### src/rtl/fetch_unpack_if.sv
// fetch_unpack_if: system-bus and decode-side handshake signals of the fetch stage
interface fetch_unpack_if #(
  parameter int BUS_DATA_WIDTH = 64,
  parameter int BUS_TAG_WIDTH  = 13
);
  logic                      bus_reqcyc;
  logic [BUS_DATA_WIDTH-1:0] bus_req;
  logic [BUS_TAG_WIDTH-1:0]  bus_reqtag;
  logic                      bus_reqack;
  logic                      bus_respcyc;
  logic [BUS_DATA_WIDTH-1:0] bus_resp;
  logic [BUS_TAG_WIDTH-1:0]  bus_resptag;
  logic                      bus_respack;
  logic [31:0]               outIns;
  logic [BUS_DATA_WIDTH-1:0] ins_pc;
  logic                      ins_valid;
  logic                      ins_ready;
  modport master (
    output bus_reqcyc, bus_req, bus_reqtag, bus_respack, outIns, ins_pc, ins_valid,
    input  bus_reqack, bus_respcyc, bus_resp, bus_resptag, ins_ready
  );
  modport slave (
    input  bus_reqcyc, bus_req, bus_reqtag, bus_respack, outIns, ins_pc, ins_valid,
    output bus_reqack, bus_respcyc, bus_resp, bus_resptag, ins_ready
  );
endinterface

### src/rtl/fetch_unpack.sv
// fetch_unpack: fetches cache lines, splits beats into instructions, queues them for decode
module fetch_unpack #(
  parameter int BUS_DATA_WIDTH = 64,
  parameter int BUS_TAG_WIDTH  = 13,
  parameter int FIFO_DEPTH     = 32
) (
  input  logic                      clk,
  input  logic                      reset,
  input  logic                      start,
  input  logic [BUS_DATA_WIDTH-1:0] entry_pc,
  output logic                      done,
  fetch_unpack_if.master            io
);
  localparam int W  = BUS_DATA_WIDTH;
  localparam int CW = $clog2(FIFO_DEPTH);
  localparam logic [BUS_TAG_WIDTH-1:0] READ_TAG = BUS_TAG_WIDTH'(13'h1100);
  localparam logic [CW:0] REFILL_LEVEL = (CW+1)'(FIFO_DEPTH - 16);
  typedef enum logic [2:0] {IDLE, REQ, RESP, WAIT, HALT} state_t;
  state_t        state_q, state_d;
  logic [W-1:0]  line_q, line_d;
  logic [3:0]    skip_q, skip_d;
  logic [2:0]    beat_q, beat_d;
  logic          halt_q, halt_d;
  logic [CW-1:0] wr_q, rd_q, wa1;
  logic [CW:0]   cnt_q, cnt_d;
  logic [31:0]   ins_mem [FIFO_DEPTH];
  logic [W-1:0]  pc_mem [FIFO_DEPTH];
  logic [31:0]   last_ins_q;
  logic [W-1:0]  last_pc_q;
  logic          acc, e0, e1, z0, z1, w0, w1, pop;
  logic [3:0]    s0, s1;
  logic [1:0]    npush;
  logic          unused_ok;
  assign unused_ok = &{1'b0, io.bus_resptag, entry_pc[1:0]};
  // slot eligibility, halt detection, FIFO occupancy and next state
  always_comb begin
    acc = state_q == RESP && io.bus_respcyc;
    s0 = {beat_q, 1'b0};
    s1 = {beat_q, 1'b1};
    e0 = acc && !halt_q && s0 >= skip_q;
    z0 = e0 && io.bus_resp[31:0] == 32'd0;
    w0 = e0 && !z0;
    e1 = acc && !halt_q && !z0 && s1 >= skip_q;
    z1 = e1 && io.bus_resp[63:32] == 32'd0;
    w1 = e1 && !z1;
    wa1 = wr_q + CW'(w0);
    pop = cnt_q != '0 && io.ins_ready;
    npush = {1'b0, w0} + {1'b0, w1};
    cnt_d = cnt_q + (CW+1)'(npush) - (CW+1)'(pop);
    halt_d = halt_q | z0 | z1;
    state_d = state_q;
    line_d = line_q;
    skip_d = skip_q;
    beat_d = beat_q;
    case (state_q)
      IDLE: if (start) begin
        line_d = {entry_pc[W-1:6], 6'd0};
        skip_d = entry_pc[5:2];
        state_d = REQ;
      end
      REQ: if (io.bus_reqack) begin
        beat_d = 3'd0;
        state_d = RESP;
      end
      RESP: if (io.bus_respcyc) begin
        beat_d = beat_q + 3'd1;
        if (beat_q == 3'd7) begin
          if (halt_d) state_d = HALT;
          else begin
            line_d = line_q + W'(64);
            skip_d = 4'd0;
            state_d = cnt_d <= REFILL_LEVEL ? REQ : WAIT;
          end
        end
      end
      WAIT: state_d = cnt_q <= REFILL_LEVEL ? REQ : WAIT;
      default: state_d = state_q;
    endcase
  end
  assign io.bus_reqcyc  = state_q == REQ;
  assign io.bus_req     = io.bus_reqcyc ? line_q : '0;
  assign io.bus_reqtag  = io.bus_reqcyc ? READ_TAG : '0;
  assign io.bus_respack = acc;
  assign io.ins_valid   = cnt_q != '0;
  assign io.outIns      = io.ins_valid ? ins_mem[rd_q] : last_ins_q;
  assign io.ins_pc      = io.ins_valid ? pc_mem[rd_q] : last_pc_q;
  assign done           = state_q == HALT && cnt_q == '0;
  // instruction storage; lower slot lands first when a beat yields two entries
  always_ff @(posedge clk) begin
    if (w0) begin
      ins_mem[wr_q] <= io.bus_resp[31:0];
      pc_mem[wr_q]  <= {line_q[W-1:6], s0, 2'b00};
    end
    if (w1) begin
      ins_mem[wa1] <= io.bus_resp[63:32];
      pc_mem[wa1]  <= {line_q[W-1:6], s1, 2'b00};
    end
  end
  // control state, FIFO pointers and the held output when the FIFO drains
  always_ff @(posedge clk or negedge reset) begin
    if (!reset) begin
      state_q    <= IDLE;
      line_q     <= '0;
      skip_q     <= '0;
      beat_q     <= '0;
      halt_q     <= 1'b0;
      wr_q       <= '0;
      rd_q       <= '0;
      cnt_q      <= '0;
      last_ins_q <= '0;
      last_pc_q  <= '0;
    end else begin
      state_q    <= state_d;
      line_q     <= line_d;
      skip_q     <= skip_d;
      beat_q     <= beat_d;
      halt_q     <= state_q == IDLE ? 1'b0 : halt_d;
      wr_q       <= wr_q + CW'(npush);
      rd_q       <= rd_q + CW'(pop);
      cnt_q      <= cnt_d;
      last_ins_q <= io.outIns;
      last_pc_q  <= io.ins_pc;
    end
  end
endmodule

### src/flat_wrapper.sv
// flat-port wrapper written by rule: the top's interface ports become plain ports
module fetch_unpack_flat 
#(
  parameter int BUS_DATA_WIDTH = 64,
  parameter int BUS_TAG_WIDTH  = 13,
  parameter int FIFO_DEPTH     = 32
)
  (clk, reset, start, entry_pc, done, io_bus_reqcyc, io_bus_req, io_bus_reqtag, io_bus_respack, io_outIns, io_ins_pc, io_ins_valid, io_bus_reqack, io_bus_respcyc, io_bus_resp, io_bus_resptag, io_ins_ready);
  fetch_unpack_if #(.BUS_DATA_WIDTH(BUS_DATA_WIDTH), .BUS_TAG_WIDTH(BUS_TAG_WIDTH)) io_i ();
  input  logic clk;
  input  logic reset;
  input  logic start;
  input  logic [BUS_DATA_WIDTH-1:0] entry_pc;
  output logic done;
  output wire logic [$bits(io_i.bus_reqcyc)-1:0] io_bus_reqcyc;
  output wire logic [$bits(io_i.bus_req)-1:0] io_bus_req;
  output wire logic [$bits(io_i.bus_reqtag)-1:0] io_bus_reqtag;
  output wire logic [$bits(io_i.bus_respack)-1:0] io_bus_respack;
  output wire logic [$bits(io_i.outIns)-1:0] io_outIns;
  output wire logic [$bits(io_i.ins_pc)-1:0] io_ins_pc;
  output wire logic [$bits(io_i.ins_valid)-1:0] io_ins_valid;
  input wire logic [$bits(io_i.bus_reqack)-1:0] io_bus_reqack;
  input wire logic [$bits(io_i.bus_respcyc)-1:0] io_bus_respcyc;
  input wire logic [$bits(io_i.bus_resp)-1:0] io_bus_resp;
  input wire logic [$bits(io_i.bus_resptag)-1:0] io_bus_resptag;
  input wire logic [$bits(io_i.ins_ready)-1:0] io_ins_ready;
  assign io_bus_reqcyc = io_i.bus_reqcyc;
  assign io_bus_req = io_i.bus_req;
  assign io_bus_reqtag = io_i.bus_reqtag;
  assign io_bus_respack = io_i.bus_respack;
  assign io_outIns = io_i.outIns;
  assign io_ins_pc = io_i.ins_pc;
  assign io_ins_valid = io_i.ins_valid;
  assign io_i.bus_reqack = io_bus_reqack;
  assign io_i.bus_respcyc = io_bus_respcyc;
  assign io_i.bus_resp = io_bus_resp;
  assign io_i.bus_resptag = io_bus_resptag;
  assign io_i.ins_ready = io_ins_ready;
  fetch_unpack #(.BUS_DATA_WIDTH(BUS_DATA_WIDTH), .BUS_TAG_WIDTH(BUS_TAG_WIDTH), .FIFO_DEPTH(FIFO_DEPTH)) u_core (.clk(clk), .reset(reset), .start(start), .entry_pc(entry_pc), .done(done), .io(io_i));
endmodule
### config.mk
export PLATFORM = sky130hd
export DESIGN_NAME = fetch_unpack_flat
export DESIGN_NICKNAME = d
export VERILOG_FILES = /design/src/rtl/fetch_unpack_if.sv /design/src/rtl/fetch_unpack.sv /design/src/flat_wrapper.sv
export SDC_FILE = /design/constraint.sdc
export NUM_CORES = 2
export LEC_CHECK = 0
export CORE_ASPECT_RATIO = 1.1
export CORE_UTILIZATION = 35
export DETAILED_ROUTE_END_ITERATION = 8
export GPL_TIMING_DRIVEN = 1
export RECOVER_POWER = 25
export SLEW_MARGIN = 30
export SYNTH_ARGS = -nofsm -noshare
export SYNTH_HDL_FRONTEND = slang
export SYNTH_SLANG_ARGS = --single-unit
### constraint.sdc
create_clock -name clk -period 18.9 [get_ports clk]
set_input_delay 3.78 -clock clk [delete_from_list [all_inputs] [get_ports clk]]
set_output_delay 3.78 -clock clk [all_outputs]
set_load 0.01 [all_outputs]
==> run_results.csv <==
group,metric,value,unit
run_status,status,"finished with violations",
run_status,violations,"capacitance limit, slew limit",
timing,max_freq,67.9,MHz
routing,vias_per_cell,5.73,
grt,grt.total_usage,22.8,%
power_and_ir_drop,ir_worst_vdd,0.104,mV
grt,grt_pass1_vias,88500,
clocking,clk_path_buf_depth,4,
timing,slew_headroom,-216,%
placed_design,gp_congestion,0.823,
cells_and_area,num-nets-final,9391,
critical_path,crit_chain,"dlygate4sd3_1 -> clkbuf_1 -> nor4_1 -> nand4_1 -> o221ai_1 -> inv_1 -> ha_1 -> ha_1 -> nand2_1 -> o21ai_0 -> a22oi_1 -> clkbuf_1 -> nor4_1 -> a21oi_4 -> clkbuf_1 -> clkinvlp_2 -> buf_4",
yosys,ys_ff_latch,3189,
yosys,yosysMostFrequentCell,"edfxtp_1",
critical_path,critPathMaxStageDelay,2880,ps
routing,vias,87000,
routing,routed_wl,504000,um
critical_path,cp_top_family,"buffers and inverters",
floorplanning,dieArea,431000,sq um
yosys,netlist_area,150000,sq um
cells_and_area,syn2layout_area_growth,12.4,%
placed_design,dpl_cell_area,159000,sq um
critical_path,endpoint_kind,"register",
critical_path,crit_start,"io_bus_resp[1]",
critical_path,path_max_fanout,33,
power_and_ir_drop,leakagePower,46.6,nW
yosys,ys_warn_count,0,
floorplanning,die_y,689,um
critical_path,worst-endpoint-required,19370,ps
floorplanning,io_pins,324,
floorplanning,start_util,35.2,%
clocking,cts_tree,"yes",
timing,hold_viol_final,0,
cells_and_area,drive_gt1_share,29.1,%
timing,tightest_slew,4730,ps
clocking,post_cts.repair.setup_buffers,0,
critical_path,r2r_end,"u_core.ins_mem[18][7]",
routing,dr.pass1.iters,6,
floorplanning,core-area,426000,sq um
grt,grt_max_degree,131,
yosys,synth_edf_count,2976,
cells_and_area,final_area,169000,sq um
yosys,yosysSeqAreaShare,63.0,%
critical_path,cp.depth,17,
floorplanning,die_w,626,um
run,maxCapViolations,73,
timing,period_minus_slack,14730,ps
clocking,cts-resized-gates,0,
placed_design,hpwl,267000,um
clocking,hold_buffers,0,
power_and_ir_drop,power,17.9,mW
cells_and_area,nFillCells,38800,
timing,fin_ws,4170,ps
critical_path,reg2regPathDepth,17,
placed_design,port_buffers,291,
timing,setup_tns,0,ps
yosys,syn_inst,9325,
clocking,clockRootBuffer,"clkbuf_16",
yosys,synth.distinct_cells,83,
critical_path,critPathSlowestCell,"clkinvlp_2",
clocking,insertion_delay,940,ps
hold_path,min-delay-start,"u_core.pc_mem[23][0]",
yosys,async_flop_share,5.68,%
yosys,ys.flop_type,"edfxtp_1",
critical_path,endpoint,"u_core.ins_mem[18][7]",
critical_path,critPathLaunchType,"primary input",
timing,drv_slew,2279,
clocking,cts_buffers,330,
routing,drtIter0Drc,11600,
yosys,yosys-top-cells-area,"edfxtp_1 (60%), mux4_2 (14%), mux2_2 (7.5%), nor2b_1 (5.7%), dfrtp_1 (3.0%)",
critical_path,worst-r2r-setup-slack,8410,ps
yosys,synthTopCellsByCount,"edfxtp_1 (2976), nor2b_1 (1358), mux2_2 (996)",
grt,antenna_found_initial,34,
yosys,syn_avg_cell_area,16.1,sq um
critical_path,critPathKind,"in -> reg",
placed_design,dp_worst_setup_slack,7370,ps
critical_path,cp_common_cell,"clkbuf_1",
timing,rsz0062_at_grt,"no",
clocking,cts.clk_slew.worst_paths,60,ps
critical_path,cp_data_arrival_time,15210,ps
yosys,synth_top_area_share,59.5,%
grt,grt.overflow.total,0,
critical_path,cp_num_buf_inv,7,
clocking,htreeDepth,5,
timing,skew,85.4,ps
routing,wire_per_inst,33.2,um
timing,setup_viol,0,
timing,hold-worst-slack,459,ps
critical_path,r2r_start,"u_core.beat_q[0]",
hold_path,hp-class,"reg -> reg",
grt,grt_pass1_wl,689000,um
timing,fin_crit_sh,77.9,%
floorplanning,num_rows,251,
routing,ant_nets,0,
clocking,clock-sinks,3189,
routing,drc_errors,0,
power_and_ir_drop,power_density,106,nW/um^2
yosys,synth.largest_area_cell,"edfxtp_1",
[cells by family after synthesis]
| family | share of synthesized area [%] |
|---|---|
| other | 0.00250 |
| adder cells (fa/ha/maj) | 0.227 |
| XOR/XNOR | 0.0583 |
| AO/OA/AOI/OAI | 2.00 |
| AND/OR/NAND/NOR | 9.64 |
| multiplexers | 22.1 |
| flip-flops | 63.0 |
| buffers and inverters | 3.00 |
[cell usage in the layout (no fill, tap or decap), types with 42 or more instances in the layout]
cell and count:
o21ai_0 183, a21oi_1 113, nor2_1 254, mux2i_1 100, clkdlybuf4s50_1 257, mux2_2 996
o22ai_1 42, clkinv_2 53, clkbuf_16 334, nor2b_1 1357, nand2_1 140, clkbuf_1 156
and2_0 85, mux4_2 911, clkinv_1 45, buf_4 197, and2_1 391, nand3_1 49
edfxtp_1 2976, dfrtp_1 163
[per-layer routing]
layer,vias up,GRT usage (%),wire [um]
li1,35000,-,-
met5,-,0,101
met3,1049,4.30,45900
met4,16,8.87,22400
met2,4763,38.6,247000
met1,46200,29.0,189000
[area by class of cell]
type / instances / area (sq um) / share of cell area, %
inverters: 71 / 444 / 0.263
flip-flops and latches: 3189 / 94600 / 56.0
well taps: 5692 / 7120 / 4.22
multi-input cells: 5036 / 51200 / 30.3
diodes: 9 / 22.5 / 0.0133
repair buffers: 590 / 5050 / 2.99
clock buffers: 446 / 9050 / 5.36
clock inverters: 147 / 1290 / 0.767
[state kept, by name (all words and copies together), names as in the netlist, 4 cells and up]
register,cells
u_core.pc_mem,1984
u_core.ins_mem,1024
u_core.last_pc_q,64
u_core.line_q,58
u_core.last_ins_q,32
u_core.cnt_q,6
u_core.rd_q,5
u_core.wr_q,5
u_core.skip_q,4
[worst reg2reg max path, cell delays in order (launching register included)]
cell        delay [ps]
dfrtp_1            650
inv_2              380
ha_1               410
nor2b_1            150
o21ba_2            200
o221ai_1           610
inv_1              330
ha_1               300
ha_1               260
nand2_1            120
o21ai_0            130
a22oi_1            480
clkbuf_1           220
nor4_1             110
a21oi_4            140
clkbuf_1          1310
clkinvlp_2        2930
buf_4             1230
[through the flow]
step                utilization [%]  instances
global placement               37.3      14600
CTS                            39.7      15200
detailed placement             37.3      14600
finish                         39.6      15200
global route                   39.6      15200
floorplan                         -       9341
[where the power goes]
group          total [mW]  leakage, nW  switching, mW  internal, mW
registers            7.83         24.9          0.123          7.70
clock network        6.43         5.06           2.82          3.61
logic                3.64         16.6           1.99          1.65
[worst min path at each step]
stage / cells after the start / end / slack [ps]
after floorplan: 2 / u_core.pc_mem[7][0] / 420
after global placement: 2 / u_core.pc_mem[7][0] / 440
after detailed placement: 2 / u_core.pc_mem[7][0] / 440
after CTS: 2 / u_core.pc_mem[7][0] / 450
after global routing: 2 / u_core.pc_mem[7][0] / 470
final: 2 / u_core.pc_mem[23][0] / 460
Power figures use the tool's default switching activity.
